===== src/rtl/action_pkg.sv =====
// Shared definitions for the action driver: command bit positions,
// FSM state encodings and a command validity helper.
package action_pkg;

  // Bit positions inside control_data / btn_out.
  localparam int CD_MOVE     = 4;
  localparam int CD_THROW    = 3;
  localparam int CD_INTERACT = 2;
  localparam int CD_PUT      = 1;
  localparam int CD_GET      = 0;

  localparam logic [4:0] CMD_NONE = 5'b00000;
  localparam logic [4:0] CMD_MOVE = 5'b10000;

  // FSM state encodings.
  localparam logic [1:0] ST_IDLE = 2'd0;
  localparam logic [1:0] ST_MOVE = 2'd1;
  localparam logic [1:0] ST_HOLD = 2'd2;
  localparam logic [1:0] ST_GAP  = 2'd3;

  // True when the command is zero or carries exactly one set bit.
  function automatic logic onehot_ok(input logic [4:0] cmd);
    return (cmd & (cmd - 5'd1)) == 5'd0;
  endfunction

endpackage


===== src/rtl/action_driver_hold_timer.sv =====
// Loadable down-counter shared by the HOLD and GAP phases. After a load of
// N, expire is high on the N-th cycle following the load; the count then
// sits at zero and never wraps.
module hold_timer #(
  parameter int WIDTH = 8
) (
  input  logic             clk,
  input  logic             rst,
  input  logic             load,
  input  logic [WIDTH-1:0] value,
  output logic             expire
);

  logic [WIDTH-1:0] cnt;

  // Load takes priority; otherwise count down and saturate at zero.
  always_ff @(posedge clk) begin
    // NOTE: non-blocking assignments in clocked blocks so every register
    // samples the pre-edge value of its neighbours.
    if (rst)               cnt <= '0;
    else if (load)         cnt <= value;
    else if (cnt != '0)    cnt <= cnt - WIDTH'(1);
  end

  assign expire = (cnt == WIDTH'(1));

endmodule


===== src/rtl/action_driver.sv =====
// Executes one-hot commands from the action stage: MOVE holds the move
// button until position feedback settles on the target, the other actions
// produce a single timed press followed by a release gap and a done pulse.
import action_pkg::*;

module action_driver #(
  parameter int HOLD_CYCLES = 1000000,
  parameter int GAP_CYCLES  = 2000000,
  parameter int SETTLE      = 3
) (
  input  logic       clk,
  input  logic       rst,
  input  logic       en,
  input  logic [4:0] control_data,
  input  logic [7:0] target_machine,
  input  logic       feedback_valid,
  input  logic [7:0] feedback_machine,
  output logic       move_ready,
  output logic [4:0] btn_out,
  output logic [7:0] move_target,
  output logic       busy,
  output logic       done,
  output logic       err
);

  localparam int TMAX = (HOLD_CYCLES > GAP_CYCLES) ? HOLD_CYCLES : GAP_CYCLES;
  localparam int TW   = $clog2(TMAX + 1);
  localparam int MW   = $clog2(SETTLE + 1);

  localparam logic [TW-1:0] HOLD_LOAD   = TW'(HOLD_CYCLES);
  localparam logic [TW-1:0] GAP_LOAD    = TW'(GAP_CYCLES);
  localparam logic [MW-1:0] SETTLE_LAST = MW'(SETTLE - 1);

  logic [1:0]    state;
  logic [4:0]    cmd;
  logic [4:0]    last_cmd;
  logic [MW-1:0] match_cnt;

  logic          is_move;
  logic          cd_ok;
  logic          accept_move;
  logic          accept_action;
  logic          fb_hit;
  logic          timer_load;
  logic [TW-1:0] timer_value;
  logic          expire;

  // Decode of the incoming command against the current context.
  always_comb begin
    is_move       = (control_data == CMD_MOVE);
    cd_ok         = onehot_ok(control_data);
    // A move that has already arrived at the same target is not restarted
    // while the command level is still held.
    accept_move   = en && is_move &&
                    !(move_ready && (target_machine == move_target));
    // Actions are edge-like: a held level is pressed only once.
    accept_action = en && cd_ok && (control_data != CMD_NONE) &&
                    !control_data[CD_MOVE] && (control_data != last_cmd);
    fb_hit        = feedback_valid && (feedback_machine == move_target);
    // NOTE: every signal driven here gets a value on every path, so no
    // latch is inferred.
    timer_load    = ((state == ST_IDLE) && accept_action && !accept_move) ||
                    ((state == ST_HOLD) && expire);
    timer_value   = (state == ST_IDLE) ? HOLD_LOAD : GAP_LOAD;
  end

  hold_timer #(.WIDTH(TW)) u_timer (
    .clk    (clk),
    .rst    (rst),
    .load   (timer_load),
    .value  (timer_value),
    .expire (expire)
  );

  // Main sequencer: state, button drive, arrival tracking and error pulse.
  always_ff @(posedge clk) begin
    if (rst) begin
      state       <= ST_IDLE;
      cmd         <= CMD_NONE;
      last_cmd    <= CMD_NONE;
      match_cnt   <= '0;
      move_ready  <= 1'b0;
      btn_out     <= CMD_NONE;
      move_target <= 8'h00;
      err         <= 1'b0;
    end else begin
      err <= 1'b0;
      // Arrival is only meaningful while enabled and aimed at the same target.
      if (!en || (target_machine != move_target)) move_ready <= 1'b0;

      case (state)
        ST_IDLE: begin
          if (!en || (control_data == CMD_NONE)) begin
            last_cmd <= CMD_NONE;
          end else if (!cd_ok) begin
            err <= 1'b1;
          end else if (accept_move) begin
            move_target <= target_machine;
            match_cnt   <= '0;
            btn_out     <= CMD_MOVE;
            state       <= ST_MOVE;
          end else if (accept_action) begin
            cmd     <= control_data;
            btn_out <= control_data;
            state   <= ST_HOLD;
          end
        end

        ST_MOVE: begin
          if (!en || !is_move) begin
            btn_out    <= CMD_NONE;
            match_cnt  <= '0;
            move_ready <= 1'b0;
            state      <= ST_IDLE;
          end else if (target_machine != move_target) begin
            move_target <= target_machine;
            match_cnt   <= '0;
          end else if (feedback_valid) begin
            if (fb_hit) begin
              if (match_cnt == SETTLE_LAST) begin
                move_ready <= 1'b1;
                btn_out    <= CMD_NONE;
                match_cnt  <= '0;
                state      <= ST_IDLE;
              end else begin
                match_cnt <= match_cnt + MW'(1);
              end
            end else begin
              match_cnt <= '0;
            end
          end
        end

        ST_HOLD: begin
          if (expire) begin
            btn_out <= CMD_NONE;
            state   <= ST_GAP;
          end
        end

        default: begin // ST_GAP
          if (expire) begin
            last_cmd   <= cmd;
            move_ready <= 1'b0;
            state      <= ST_IDLE;
          end
        end
      endcase
    end
  end

  assign busy = (state != ST_IDLE);
  assign done = (state == ST_GAP) && expire;

endmodule


===== config.mk =====
export PLATFORM = sky130hd
export DESIGN_NAME = action_driver
export DESIGN_NICKNAME = d
export VERILOG_FILES = /design/src/rtl/action_pkg.sv /design/src/rtl/action_driver_hold_timer.sv /design/src/rtl/action_driver.sv
export SDC_FILE = /design/constraint.sdc
export NUM_CORES = 1
export LEC_CHECK = 0
export ABC_AREA = 1
export CAP_MARGIN = 10
export CORE_MARGIN = 2
export CORE_UTILIZATION = 40
export CTS_CLUSTER_SIZE = 40
export DETAILED_ROUTE_END_ITERATION = 6
export REMOVE_ABC_BUFFERS = 1
export SLEW_MARGIN = 25
export SYNTH_ARGS = -nofsm -noshare
export SYNTH_HDL_FRONTEND = slang
export SYNTH_SLANG_ARGS = --single-unit

===== constraint.sdc =====
create_clock -name clk -period 3.3 [get_ports clk]
set_clock_uncertainty 0.2 [all_clocks]
set_input_delay 0.99 -clock clk [delete_from_list [all_inputs] [get_ports clk]]
set_output_delay 0.99 -clock clk [all_outputs]
set_load 0.01 [all_outputs]

==> metrics.txt <==
outcome finished clean; crit-path max cell delay 550 ps; static leakage 0.001525 uW; WHS Path Cells 2; Yosys cell types 39; CP arrival 1920 ps; R2R depth 10; share of layout cells above drive strength 1 10.81%; most frequent cells in the layout nand2_1, inv_1, nor2_1; final hold viol count 0; maximum clock path buffer count 2; critical path type flip-flop to primary output; area of the multi-input gates 1764 um2; initial core utilization 41.35%; Core ar. 7292 um2; end of the worst register-to-register path u_timer.cnt[20]; Area growth syn-to-layout 21.37%; number of global-route vias before repair 2624; Final Cell Area 3660 um2; num ports 42; Die W 90.83 um; startpoint type of the worst setup path flip-flop; sequential area share after synthesis 33.20%; min-delay worst type flip-flop to flip-flop; layout net count 512; total gr overflow 0; crit path max-delay cell type clkdlybuf4s50_1; Post-CTS Setup Bufs 0; max layer used met4; Sequential cell area 1001 um2; VDD IR max 0.0004475 V; end of the worst hold path cmd[3]; initial antenna violation count 0; DRT Pass-1 Iters 4; CP Buf/Inv Count 2; vias per cell 4.748; WL final 6948 um; Met3 Wirelength 216 um; number of fill cells 789; CTS tree built; gr usage total 17.77%; ratio of final minimum period to clock period 94.30%; WL met2 3139 um; P per Cell Area 763.3 nW/um2; final setup violation count 0; CP max FO 5; MaxCap Viol Count 0; RSZ-0062 raised after global routing false; # H-tree levels 2; Inserted Diodes 0; Sum Neg Setup Slack 0 ps; Vias 2754; clock sinks 50; GP Congestion 0.8648; WL per Instance 11.98 um; root buffer cell clkbuf_8; hold_ws 256.6 ps; Post-Place Cell Area 3547 um2; Mapped Cells 434; cts hold-fix bufs 0; register bit total from synthesis 50; Fmax 0.3214 GHz; Top delay family on crit path buffers and inverters; CP cell instances inv_1, ha_1, nand2_1, nor2_2, nand3_4, nor2_1, clkdlybuf4s50_1; die area 8249 um2; mapped cell area 3015 um2; largest net degree at the start of global routing 28; dpl hpwl 5290 um; num rows 31; Worst Path Required 2110 ps; Worst-path clk slew 100 ps; Worst setup EP type primary output; clock latency on the worst-skew pair 310 ps; Final ANT Viol Nets 0; worst relative slew slack 62.86%; Die H 90.83 um; DRC 0; FF-to-FF Start u_timer.cnt[0]; Tmin final 3112 ps; # port buffers 41; Slew Viols, Final 0; HP Start cmd[3]; CTS Buf Count 5; most common cell after layout, fill and taps aside nand2_1; Ys Warns 0; worst-margin pin slew 556.4 ps; M1 WL 3512 um; R2R Setup Slk 1230 ps; Synth Area per Inst 6.948 um2; post_cts resized 0; global-route wire length before repair 12210 um; initial drt markers 84
## worst reg2reg max path: cells and delay by family, from the launching register on
kind,cells,cell delay [ps]
AND/OR/NAND/NOR,5,800
flip-flops,1,340
buffers and inverters,3,330
adder cells (fa/ha/maj),1,220
AO/OA/AOI/OAI,1,130
## cell type report
class | instances | area share [%]
tap | 99 | 3.385
clock inverter | 3 | 1.197
sequential | 50 | 27.35
inverter | 56 | 5.744
timing repair buffer | 46 | 12.24
clock buffer | 5 | 1.880
multi-input combinational | 321 | 48.21
## synth_stat cells, drive strengths merged
cell | instances | area share [%]
o221ai | 1 | 0.29
or2 | 4 | 0.83
dfxtp | 50 | 33
a21oi | 34 | 5.8
o211ai | 1 | 0.25
nand4 | 5 | 1.0
nand3 | 45 | 9.4
o21ai | 14 | 2.4
nor2 | 65 | 10
nand2 | 98 | 13
nand3b | 2 | 0.50
buf | 4 | 0.95
o22ai | 1 | 0.21
a211oi | 5 | 1.2
clkbuf | 3 | 0.37
nor4 | 4 | 0.83
nor3b | 1 | 0.41
xnor2 | 15 | 4.4
a31oi | 3 | 0.62
nor3 | 9 | 1.7
inv | 55 | 6.8
a21boi | 1 | 0.62
ha | 7 | 2.9
clkinv | 1 | 0.12
xor2 | 6 | 1.7
## metrics by stage
| stage | worst slack [ps] | power [uW] | utilization [%] | std cells |
|---|---|---|---|---|
| finish | 188.2 | 2793 | 50.19 | 580 |
| floorplan | 815.9 | 2000 | - | 427 |
| global route | 57.05 | 3044 | 50.19 | 580 |
| global placement | 220.6 | 2352 | 48.64 | 572 |
| detailed placement | 169.0 | 2362 | 48.64 | 572 |
| CTS | 145.4 | 2821 | 50.19 | 580 |
## report_power, final
part           switching (uW)  internal (uW)
Sequential                143            755
Clock                     216            228
Combinational             856            597
## worst max path at each step
stage | endpoint | start | slack [ps] | cells after the start
floorplan | move_target[0] | control_data[2] | 820 | 8
global placement | match_cnt[1] | control_data[0] | 220 | 10
detailed placement | u_timer.cnt[5] | control_data[3] | 170 | 11
CTS | done | u_timer.cnt[17] | 150 | 6
global route | done | u_timer.cnt[17] | 60 | 6
finish | done | u_timer.cnt[1] | 190 | 7
## sequential cells by signal, indices dropped and copies added, names as in the netlist
| register | cells |
|---|---|
| state | 2 |
| match_cnt | 2 |
| cmd | 5 |
| err | 1 |
| last_cmd | 5 |
| move_target | 8 |
| u_timer.cnt | 21 |
| btn_out | 5 |
| move_ready | 1 |
## per-layer routing
layer / vias to the layer above / global-route usage (%)
met4: 0 / 4.924
met3: 7 / 3.088
met2: 38 / 29.48
li1: 1494 / -
met1: 1215 / 23.80
met5: - / 0
## cells by family after synthesis
family / synth area share (%)
AOI/OAI and AO/OA: 11.45
xor gates and xnor gates: 6.100
adders and majority gates: 2.904
buffers and inverters: 8.299
DFF: 33.20
and+or+nand+nor: 38.05
Power figures use the tool's default switching activity.
